[config.mk]
export PLATFORM = sky130hd
export DESIGN_NAME = bitcount_arbiter
export DESIGN_NICKNAME = d
export VERILOG_FILES = /design/src/rtl/bitcount_arbiter.sv
export SDC_FILE = /design/constraint.sdc
export NUM_CORES = 1
export LEC_CHECK = 0
export ABC_AREA = 1
export CORE_MARGIN = 1
export CORE_UTILIZATION = 48
export CTS_CLUSTER_DIAMETER = 150
export DETAILED_ROUTE_END_ITERATION = 12
export MAX_ROUTING_LAYER = met4
export PLACE_DENSITY = 0.66
export SETUP_SLACK_MARGIN = 0.3
export SLEW_MARGIN = 15
export SYNTH_ARGS = -nofsm -noshare
export SYNTH_HDL_FRONTEND = slang
export SYNTH_SLANG_ARGS = --single-unit
[constraint.sdc]
create_clock -name clk -period 46.9 [get_ports clk]
set_input_delay 4.69 -clock clk [delete_from_list [all_inputs] [get_ports clk]]
set_output_delay 4.69 -clock clk [all_outputs]
set_load 0.03 [all_outputs]
[src/rtl/bitcount_arbiter.sv]
// bitcount_arbiter
// Shares one bit-count unit (clz / ctz / cpop) between two issue lanes.
// Requests from the two lanes are arbitrated round-robin, the accepted
// request is captured in stage S1, its count is computed from S1 and
// registered in stage S2, and S2 drives the response port directly.
//
// Ports
//   clk, rst_n            clock, asynchronous active-low reset
//   flush                 synchronous kill of everything in flight
//   reqN_valid/ready      lane N request handshake (N = 0, 1)
//   reqN_op               00 clz, 01 ctz, 10 cpop, 11 reserved (result 0)
//   reqN_src              32-bit operand
//   reqN_tag              destination tag, returned with the result
//   rsp_valid/ready       response handshake
//   rsp_lane/tag/data     originating lane, tag and count (0..32)
module bitcount_arbiter #(
  parameter int TAG_W = 5
) (
  input  logic             clk,
  input  logic             rst_n,
  input  logic             flush,
  input  logic             req0_valid,
  output logic             req0_ready,
  input  logic [1:0]       req0_op,
  input  logic [31:0]      req0_src,
  input  logic [TAG_W-1:0] req0_tag,
  input  logic             req1_valid,
  output logic             req1_ready,
  input  logic [1:0]       req1_op,
  input  logic [31:0]      req1_src,
  input  logic [TAG_W-1:0] req1_tag,
  output logic             rsp_valid,
  input  logic             rsp_ready,
  output logic             rsp_lane,
  output logic [TAG_W-1:0] rsp_tag,
  output logic [31:0]      rsp_data
);

  // Stage S1: accepted request waiting for its count
  logic             r_s1_valid;
  logic [1:0]       r_s1_op;
  logic [31:0]      r_s1_src;
  logic [TAG_W-1:0] r_s1_tag;
  logic             r_s1_lane;

  // Stage S2: finished result presented on the response port
  logic             r_s2_valid;
  logic [31:0]      r_s2_data;
  logic [TAG_W-1:0] r_s2_tag;
  logic             r_s2_lane;

  // Favoured lane when both lanes request in the same cycle
  logic             r_prio;

  logic             w_s2_free;
  logic             w_s1_free;
  logic             w_s1_adv;
  logic             w_grant0;
  logic             w_grant1;
  logic             w_accept;
  logic             w_found;
  logic [5:0]       w_cnt;
  logic [31:0]      w_result;

  assign w_s2_free = !r_s2_valid || rsp_ready;
  assign w_s1_adv  = r_s1_valid && w_s2_free;
  assign w_s1_free = !r_s1_valid || w_s2_free;

  // A lone requester always wins; on contention r_prio decides.
  assign w_grant0 = req0_valid && (!req1_valid || !r_prio);
  assign w_grant1 = req1_valid && (!req0_valid ||  r_prio);

  // Gated by rst_n so both readies read low while reset is asserted.
  assign req0_ready = rst_n && w_grant0 && w_s1_free && !flush;
  assign req1_ready = rst_n && w_grant1 && w_s1_free && !flush;
  assign w_accept   = req0_ready || req1_ready;

  // Count for the operation sitting in S1. The scan stops at the first
  // set bit for clz/ctz, so an all-zero operand naturally yields 32.
  always_comb begin
    w_cnt   = '0;
    w_found = 1'b0;
    case (r_s1_op)
      2'b00: begin
        for (int i = 31; i >= 0; i--) begin
          if (!w_found) begin
            if (r_s1_src[i]) w_found = 1'b1;
            else             w_cnt   = w_cnt + 6'd1;
          end
        end
      end
      2'b01: begin
        for (int i = 0; i < 32; i++) begin
          if (!w_found) begin
            if (r_s1_src[i]) w_found = 1'b1;
            else             w_cnt   = w_cnt + 6'd1;
          end
        end
      end
      2'b10: begin
        for (int i = 0; i < 32; i++) begin
          if (r_s1_src[i]) w_cnt = w_cnt + 6'd1;
        end
      end
      default: w_cnt = '0;
    endcase
    w_result = {26'd0, w_cnt};
  end

  // S1 loads the granted request; flush wins over any load or drain.
  always_ff @(posedge clk or negedge rst_n) begin
    if (!rst_n) begin
      r_s1_valid <= 1'b0;
      r_s1_op    <= '0;
      r_s1_src   <= '0;
      r_s1_tag   <= '0;
      r_s1_lane  <= 1'b0;
    end else if (flush) begin
      r_s1_valid <= 1'b0;
    end else if (w_accept) begin
      r_s1_valid <= 1'b1;
      r_s1_lane  <= req1_ready;
      r_s1_op    <= req1_ready ? req1_op  : req0_op;
      r_s1_src   <= req1_ready ? req1_src : req0_src;
      r_s1_tag   <= req1_ready ? req1_tag : req0_tag;
    end else if (w_s1_adv) begin
      r_s1_valid <= 1'b0;
    end
  end

  // S2 payload only changes on a load, which keeps rsp_* stable under
  // backpressure.
  always_ff @(posedge clk or negedge rst_n) begin
    if (!rst_n) begin
      r_s2_valid <= 1'b0;
      r_s2_data  <= '0;
      r_s2_tag   <= '0;
      r_s2_lane  <= 1'b0;
    end else if (flush) begin
      r_s2_valid <= 1'b0;
    end else if (w_s1_adv) begin
      r_s2_valid <= 1'b1;
      r_s2_data  <= w_result;
      r_s2_tag   <= r_s1_tag;
      r_s2_lane  <= r_s1_lane;
    end else if (rsp_ready) begin
      r_s2_valid <= 1'b0;
    end
  end

  // After an accepted grant the other lane becomes favoured.
  always_ff @(posedge clk or negedge rst_n) begin
    if (!rst_n)        r_prio <= 1'b0;
    else if (w_accept) r_prio <= req0_ready;
  end

  assign rsp_valid = r_s2_valid;
  assign rsp_lane  = r_s2_lane;
  assign rsp_tag   = r_s2_tag;
  assign rsp_data  = r_s2_data;

endmodule
==> impl_metrics.json, run 1 <==
{
  "violations": "DRC",
  "cts_tree": "built",
  "cts_buffer_depth": 2,
  "syn2layout_area_growth_pct": 9.22,
  "arrival_ns": 19.24,
  "antenna_found_initial": 0,
  "dp_slack_ns": 27.95,
  "synth_edf_count": 0,
  "avgSynthCellArea_um2": 5.31,
  "hold_path.class": "register to register",
  "met2_length_um": 17700,
  "tns_ns": 0,
  "port_buffers": 98,
  "io-pin-count": 125,
  "layout_min_cycle_time_ns": 19.02,
  "leakagePower_nw": 10.1,
  "final_nets": 3114,
  "worst_pin_slew_ns": 0.821,
  "start_kind": "register",
  "wl_per_cell_um": 11.6,
  "cts_sinks": 55,
  "cts_resized": 0,
  "place_inst": 3327,
  "cts_buffers": 5,
  "met1_length_um": 19100,
  "slew_violations": 0,
  "die_h_um": 180,
  "multi_input_area_um2": 11400,
  "cts_hold_buf": 0,
  "start_util_pct": 49.2,
  "yosys.area.top_type": "nand2_1",
  "async_flop_share_pct": 100,
  "antennaDiodeCount": 0,
  "status": "complete, but fails checks",
  "endpoint_kind": "register",
  "fp.coreArea_um2": 30800,
  "fin_crit_sh_pct": 40.5,
  "die_area_um2": 32300,
  "setup_ws_ns": 27.88,
  "ir_drop_v": 0.0000615,
  "met3_length_um": 1550,
  "synth_top_area_share_pct": 23.5,
  "gp_congestion": 0.882,
  "yosys-top-cells-area": "nand2_1, nand3_1, inv_1, dfrtp_1, ha_1",
  "cpLargestDelayFamily": "adder cells",
  "ys_ff_latch": 55,
  "cellPowerDensity_nw_per_um2": 76.8,
  "slowest_delay_ns": 0.48,
  "cp_data_required_time_ns": 47.13,
  "setup_violations": 0,
  "firstDrtPassIters": 9,
  "htree_levels": 2,
  "routed-via-count": 16800,
  "ys.flop_type": "dfrtp_1",
  "stdcell_count": 3335,
  "die_x_um": 180,
  "rsz0062_at_grt": "no",
  "drc": 8,
  "synth.distinct_cells": 54,
  "nFillCells": 3262,
  "grt_pass1_vias": 15600,
  "path_buf_inv": 26,
  "clk_latency_ns": 0.34,
  "yosys_warnings": 0,
  "cp_max_fo": 7,
  "antenna_left": 0,
  "drv_cap": 0,
  "grt_usage_pct": 24.9,
  "drtIter0Drc": 856,
  "ys_seq_area_share_pct": 9.06,
  "layout-drive-gt1-share_pct": 8.00,
  "path_common_cell": "ha_1",
  "grt_max_degree": 57,
  "syn_inst": 2858,
  "seqCellArea_um2": 1380,
  "skew_ns": 0.0259,
  "cts_root_buffer": "clkbuf_16",
  "dp_hpwl_um": 32100,
  "slew_headroom_pct": 45.3,
  "grt_pass1_wl_um": 67600,
  "hold_viol": 0,
  "cp_slowest_cell": "dfrtp_1",
  "dr.max_layer_used": "met4",
  "grt_overflow_total": 0,
  "viasPerCell": 5.03,
  "clk_pin_slew_ns": 0.09,
  "core.rowCount": 64,
  "final_core_util_pct": 53.8,
  "post_cts_buffers": 0,
  "wirelength_um": 38800,
  "max_freq_mhz": 52.6,
  "critical_path_class": "register to register",
  "syn_area_um2": 15200
}
-- path summary, 6_finish.rpt --
kind / from / endpoint / slack (ns) / cells after the start
worst max-delay path: r_s1_src[30]$_DFFE_PN0P_ / rsp_data[5]$_DFFE_PN0P_ / 27.88 / 114
worst min-delay path: rsp_data[0]$_DFFE_PN0P_ / rsp_data[0]$_DFFE_PN0P_ / 0.50 / 2
worst max register to register: r_s1_src[30]$_DFFE_PN0P_ / rsp_data[5]$_DFFE_PN0P_ / 27.88 / 114
worst min register to register: rsp_data[0]$_DFFE_PN0P_ / rsp_data[0]$_DFFE_PN0P_ / 0.50 / 2
max in group asynchronous: rst_n / r_s1_src[18]$_DFFE_PN0P_ / 41.83 / 2
min in group asynchronous: rst_n / r_s1_valid$_DFFE_PN0P_ / 4.52 / 2
-- cell type report --
class | count | share of cell area, %
multi-input cells | 2217 | 68.9
inverters | 555 | 12.7
flip-flops and latches | 55 | 8.30
repair buffers | 104 | 6.16
well taps | 396 | 2.99
clock buffers | 5 | 0.754
clock inverters | 3 | 0.204
-- power by group --
group / switching, mW / internal [mW]
Combinational: 0.761 / 0.381
Sequential: 0.0258 / 0.0599
Clock: 0.0256 / 0.0208
Total: 0.812 / 0.462
-- registers in the layout (all words and copies together), names as in the netlist --
signal and cells:
r_prio 1, rsp_data 6, r_s1_lane 1, r_s1_src 32, rsp_valid 1, rsp_lane 1
r_s1_valid 1, r_s1_op 2, rsp_tag 5, r_s1_tag 5
-- cells by family (layout without fill, tap and decap cells) --
family                     after synthesis  after routing  share of synthesized area [%]
other                                    1             26                         0.0247
and+or+nand+nor                       1850           1850                           56.6
muxes                                    1              1                         0.0659
DFF                                     55             55                           9.06
buffers and inverters                  611            667                           16.3
adders and majority gates               92             92                           7.58
AOI/OAI and AO/OA                      223            223                           8.72
xor gates and xnor gates                25             25                           1.57
-- metal layers --
metal	vias to the layer above	GRT usage (%)
met3	34	2.67
met2	278	42.7
met5	-	-
met1	7361	31.9
met4	0	4.07
li1	9098	-
-- cells in the mapped netlist (all sizes together) (2+ instances only) --
master and n:
nand2 1019, inv 551, nand3 428, nor2 300, ha 92, o21ai 83
a21oi 71, dfrtp 55, nand3b 50, o22ai 50, buf 36, nand4 28
clkbuf 20, nor3 15, xor2 15, xnor2 10, or2 8, a21boi 6
clkinv 4, o211ai 4, o2bb2ai 4, and2 2, o21a 2, o221ai 2
-- stage by stage --
step / total power [mW] / instance area [um^2] / hold slack (ns)
global route: 1.47 / 16600 / 0.527
finish: 1.27 / 16600 / 0.498
global placement: 1.19 / 16400 / 0.474
CTS: 1.27 / 16600 / 0.497
floorplan: 0.992 / 15300 / 0.476
detailed placement: 1.22 / 16400 / 0.473
-- cell usage in the layout (no fill, tap or decap), drive strengths merged --
cell           Yosys  layout
a21boi             6       6
a21oi             71      71
and2               2       2
buf               36       7
clkbuf            20       5
clkdlybuf4s50      0      97
clkinv             4       6
conb               1      26
dfrtp             55      55
ha                92      92
inv              551     552
mux2i              1       1
nand2           1019    1019
nand3            428     428
nand3b            50      50
nand4             28      28
nor2             300     300
nor3              15      15
o211ai             4       4
o21a               2       2
o21ai             83      83
o21bai             1       1
o221ai             2       2
o22ai             50      50
o2bb2ai            4       4
or2                8       8
xnor2             10      10
xor2              15      15
-- worst min-delay path: cells and delay by family (launching register included) --
| kind | cells | cell delay, ns |
|---|---|---|
| flops | 1 | 0.36 |
| simple gates | 2 | 0.10 |
(Power assumes the default switching activity.)
==> inputs of run 2 (changes only) <==
==> constraint.sdc (replaced) <==
create_clock -name clk -period 17.8 [get_ports clk]
set_input_delay 1.78 -clock clk [delete_from_list [all_inputs] [get_ports clk]]
set_output_delay 1.78 -clock clk [all_outputs]
set_load 0.03 [all_outputs]
==> impl_metrics.json, run 2 (synthesized netlist as in run 1, its figures left out) <==
{
  "antenna_found_initial": 0,
  "grt_util_met3_pct": 1.80,
  "fp.coreArea_um2": 30800,
  "hold_viol": 0,
  "hold_path_depth": 2,
  "drtIter0Drc": 854,
  "r2r_start": "r_s1_src[30]$_DFFE_PN0P_",
  "grt_pass1_wl_um": 68800,
  "top_register": "r_s1_src",
  "dp_slack_ns": -0.445,
  "grt_pass1_vias": 15400,
  "pwr-share-clk_pct": 3.6,
  "die_area_um2": 32300,
  "skew_ns": 0.0167,
  "endpoint_kind": "register",
  "wl_per_cell_um": 11.9,
  "holdPathEnd": "rsp_data[0]$_DFFE_PN0P_",
  "r2r_setup_slack_ns": 1.28,
  "final_nets": 3137,
  "rsz0062_at_grt": "no",
  "max_freq_mhz": 60.5,
  "nFillCells": 3244,
  "worstRegToRegCells": 114,
  "arrival_ns": 16.75,
  "grt_max_degree": 57,
  "multi_input_area_um2": 11600,
  "setup_violations": 0,
  "critical_path_class": "register to register",
  "die_x_um": 180,
  "io-pin-count": 125,
  "die_h_um": 180,
  "antennaDiodeCount": 0,
  "gp_congestion": 0.889,
  "use_met1_pct": 33.7,
  "slew_violations": 0,
  "seqCellArea_um2": 1380,
  "grt_usage_pct": 25.4,
  "slowest_delay_ns": 0.45,
  "port_buffers": 98,
  "cts_sinks": 55,
  "clk_pin_slew_ns": 0.11,
  "syn2layout_area_growth_pct": 11.8,
  "htree_levels": 2,
  "violations": "DRC",
  "ir_drop_v": 0.000171,
  "cellPowerDensity_nw_per_um2": 202,
  "cp_max_fo": 4,
  "layout_common_cells": "nand2_1, inv_1, nand3_1, nor2_1, clkdlybuf4s50_1",
  "worstHoldStart": "rsp_data[0]$_DFFE_PN0P_",
  "worstReg2RegEnd": "rsp_data[5]$_DFFE_PN0P_",
  "p_sw_mw": 2.17,
  "met2_usage_pct": 43.7,
  "final_common_cell": "nand2_1",
  "largest_reg_flops": 32,
  "antenna_left": 0,
  "busiest_layer": "met2",
  "cts_buffer_depth": 2,
  "fin_crit_sh_pct": 92.8,
  "drv_cap": 0,
  "fin_area_um2": 17000,
  "hold_path.class": "register to register",
  "dp_hpwl_um": 32700,
  "start_util_pct": 49.2,
  "path_common_cell": "ha_1",
  "seq_power_share_pct": 6.6,
  "firstDrtPassIters": 9,
  "worst_pin_slew_ns": 0.838,
  "grt_overflow_total": 0,
  "status": "complete, but fails checks",
  "place_area_um2": 16500,
  "layout_min_cycle_time_ns": 16.52,
  "viasPerCell": 5.04,
  "routed-via-count": 16900,
  "cp_slowest_cell": "dfrtp_2",
  "switching_share_pct": 63.2,
  "p_int_mw": 1.26,
  "drc": 8,
  "core.rowCount": 64,
  "cts_root_buffer": "clkbuf_16",
  "slew_headroom_pct": 44.1,
  "layout-drive-gt1-share_pct": 10.1,
  "start_kind": "register",
  "cts_tree": "built",
  "cts_buffers": 5,
  "clk_latency_ns": 0.33,
  "hold_ws_ns": 0.507,
  "leakagePower_nw": 10.2,
  "cp_data_required_time_ns": 18.03,
  "setup_ws_ns": 1.28,
  "wirelength_um": 39900,
  "combPwrFrac_pct": 89.8
}
[run 2: final cells by class]
type / count / share of cell area [%]
Tap cell: 396 / 2.92
Sequential cell: 55 / 8.12
Clock buffer: 5 / 0.737
Inverter: 555 / 12.4
Clock inverter: 3 / 0.199
Timing Repair Buffer: 127 / 7.03
Multi-Input combinational cell: 2217 / 68.6
[run 2: routing by layer]
metal | vias up | share of wire [%]
met1 | 7502 | 50
met3 | 17 | 3.2
met2 | 246 | 46
met4 | 0 | 0.49
li1 | 9145 | -
met5 | - | 0
[run 2: worst max-delay path: cells and delay by family (launching register included)]
kind / cells / cell delay, ns
compound gates: 29 / 3.66
fa+ha+maj: 29 / 7.86
buf+inv: 26 / 1.56
flops: 1 / 0.45
simple gates: 30 / 2.83
[run 2: metrics by stage]
stage	power [mW]	std cells	TNS [ns]	utilization, %
after floorplan	2.61	2883	0	-
after global placement	3.15	3341	0	53.6
after detailed placement	3.23	3341	-1.38	53.6
after CTS	3.38	3350	0	54.2
after global routing	3.94	3358	0	55.0
final	3.43	3358	0	55.0
[run 2: power groups by stage]
stage / Clock, mW / Combinational, mW / Sequential [mW]
floorplan: 0 / 2.40 / 0.215
global placement: 0 / 2.93 / 0.228
detailed placement: 0 / 3.00 / 0.228
CTS: 0.124 / 3.02 / 0.226
global route: 0.128 / 3.58 / 0.233
finish: 0.122 / 3.08 / 0.227
[run 2: how the worst max path moves through the flow]
stage | to | slack [ns] | startpoint
6_report | rsp_data[5]$_DFFE_PN0P_ | 1.28 | r_s1_src[30]$_DFFE_PN0P_
5_1_grt | rsp_data[5]$_DFFE_PN0P_ | 0.17 | r_s1_src[30]$_DFFE_PN0P_
4_1_cts | rsp_data[5]$_DFFE_PN0P_ | 0.31 | r_s1_src[30]$_DFFE_PN0P_
3_5_place_dp | rsp_data[5]$_DFFE_PN0P_ | -0.44 | r_s1_src[30]$_DFFE_PN0P_
3_3_place_gp | rsp_data[5]$_DFFE_PN0P_ | 0.12 | r_s1_src[30]$_DFFE_PN0P_
2_1_floorplan | rsp_data[5]$_DFFE_PN0P_ | 0.66 | r_s1_src[30]$_DFFE_PN0P_
[run 2: what timing repair did]
item                       4_1_cts  5_1_grt
buffers inserted                 1        8
cloned                           0        0
gates resized for setup         18       45
hold buffers                     0        0
setup endpoints to repair        5        5
pin swaps                        6       35
==> inputs of run 3 (changes only) <==
==> constraint.sdc (replaced) <==
create_clock -name clk -period 19 [get_ports clk]
set_input_delay 1.9 -clock clk [delete_from_list [all_inputs] [get_ports clk]]
set_output_delay 1.9 -clock clk [all_outputs]
set_load 0.03 [all_outputs]
==> impl_metrics.json, run 3 (synthesized netlist as in run 1, its figures left out) <==
{
  "cts_buffers": 5,
  "grt_pass1_wl_um": 68100,
  "viasPerCell": 5.01,
  "grt_max_degree": 57,
  "htree_levels": 2,
  "worstHoldStart": "rsp_tag[4]$_DFFE_PN0P_",
  "worstRegToRegCells": 114,
  "cts_buffer_depth": 2,
  "die_x_um": 180,
  "port_buffers": 98,
  "final_nets": 3119,
  "drv_cap": 0,
  "routed-via-count": 16700,
  "wl_per_cell_um": 11.6,
  "io-pin-count": 125,
  "drc": 8,
  "start_kind": "register",
  "place_area_um2": 16400,
  "final_common_cell": "nand2_1",
  "slew_headroom_pct": 44.7,
  "slowest_delay_ns": 0.48,
  "top_register": "r_s1_src",
  "worstReg2RegEnd": "rsp_data[5]$_DFFE_PN0P_",
  "cts_sinks": 55,
  "syn2layout_area_growth_pct": 10.0,
  "leakagePower_nw": 10.1,
  "antenna_found_initial": 0,
  "setup_ws_ns": 1.51,
  "largest_reg_flops": 32,
  "arrival_ns": 17.71,
  "clk_pin_slew_ns": 0.09,
  "clk_latency_ns": 0.32,
  "hold_viol": 0,
  "r2r_start": "r_s1_src[30]$_DFFE_PN0P_",
  "grt_overflow_total": 0,
  "start_util_pct": 49.2,
  "core.rowCount": 64,
  "dp_slack_ns": 0.131,
  "cellPowerDensity_nw_per_um2": 190,
  "drtIter0Drc": 828,
  "antenna_left": 0,
  "dp_hpwl_um": 32100,
  "slew_violations": 0,
  "grt_usage_pct": 25.0,
  "cp_slowest_cell": "dfrtp_2",
  "hold_ws_ns": 0.502,
  "die_area_um2": 32300,
  "antennaDiodeCount": 0,
  "die_h_um": 180,
  "cpLargestDelayFamily": "adder cells",
  "hold_path.class": "register to register",
  "cts_tree": "built",
  "violations": "DRC",
  "power_mw": 3.17,
  "grt_pass1_vias": 15700,
  "cts_hold_buf": 0,
  "fp.coreArea_um2": 30800,
  "layout-drive-gt1-share_pct": 8.80,
  "path_common_cell": "ha_1",
  "status": "complete, but fails checks",
  "gp_congestion": 0.878,
  "path_buf_inv": 26,
  "endpoint_kind": "register",
  "hold_path_depth": 2,
  "layout_common_cells": "nand2_1, inv_1, nand3_1, nor2_1, clkdlybuf4s50_1",
  "cp_data_required_time_ns": 19.22,
  "fin_area_um2": 16700,
  "cp_max_fo": 6,
  "final_core_util_pct": 54.2,
  "holdPathEnd": "rsp_tag[4]$_DFFE_PN0P_",
  "critical_path_class": "register to register",
  "skew_ns": 0.0124,
  "layout_min_cycle_time_ns": 17.49,
  "tns_ns": 0,
  "ir_drop_v": 0.000166,
  "wirelength_um": 38700,
  "cts_root_buffer": "clkbuf_16",
  "firstDrtPassIters": 10,
  "max_freq_mhz": 57.2,
  "place_inst": 3327,
  "setup_violations": 0,
  "stdcell_count": 3340,
  "r2r_setup_slack_ns": 1.51,
  "fin_crit_sh_pct": 92.1,
  "worst_pin_slew_ns": 0.829,
  "rsz0062_at_grt": "no"
}
run 3: changes by cell type in the layout (fill, tap and decap cells not counted), moves of 3 or more:
cell     previous run  this run
buf_4              29        11
inv_2              34        28
ha_1               85        90
ha_4                7         2
inv_1             512       517
o21ai_0            53        57
nor2_1            240       243
run 3: worst max-delay path by stage:
| stage | start | to | cells past startpoint |
|---|---|---|---|
| floorplan | r_s1_src[30]$_DFFE_PN0P_ | rsp_data[5]$_DFFE_PN0P_ | 114 |
| global placement | r_s1_src[30]$_DFFE_PN0P_ | rsp_data[5]$_DFFE_PN0P_ | 114 |
| detailed placement | r_s1_src[30]$_DFFE_PN0P_ | rsp_data[5]$_DFFE_PN0P_ | 114 |
| CTS | r_s1_src[30]$_DFFE_PN0P_ | rsp_data[5]$_DFFE_PN0P_ | 114 |
| global route | r_s1_src[30]$_DFFE_PN0P_ | rsp_data[5]$_DFFE_PN0P_ | 114 |
| finish | r_s1_src[30]$_DFFE_PN0P_ | rsp_data[5]$_DFFE_PN0P_ | 114 |
run 3: final cells by class:
| type | count | area (um^2) |
|---|---|---|
| well taps | 396 | 495 |
| clock buffers | 5 | 125 |
| fillers | 3309 | 14100 |
| clock inverters | 3 | 31.3 |
| repair buffers | 109 | 1060 |
| multi-input cells | 2217 | 11500 |
| inverters | 555 | 2100 |
| flip-flops and latches | 55 | 1380 |
run 3: what timing repair did:
| item | 4_1_cts | 5_1_grt |
|---|---|---|
| resized for setup | 3 | 31 |
| pin swaps | 0 | 8 |
| endpoints found under the setup margin | 3 | 5 |
| setup buffers | 0 | 5 |
run 3: where the power goes:
group	leakage, nW	internal [mW]	total (mW)	switching (mW)
registers	0.667	0.148	0.212	0.0635
logic	9.39	0.956	2.85	1.90
clock network	0.0778	0.0515	0.109	0.0578
run 3: routing by layer:
metal / track usage, % / vias up / share of wire, %
met5: - / - / 0
met4: 3.90 / 0 / 0.99
met3: 2.63 / 29 / 3.7
met2: 43.0 / 244 / 46
met1: 32.1 / 7351 / 50
li1: - / 9112 / -
run 3: worst min-delay path, cell delays in order (launching register included):
cell and delay (ns):
dfrtp_1 0.36, nand2_1 0.05, o21ai_0 0.06
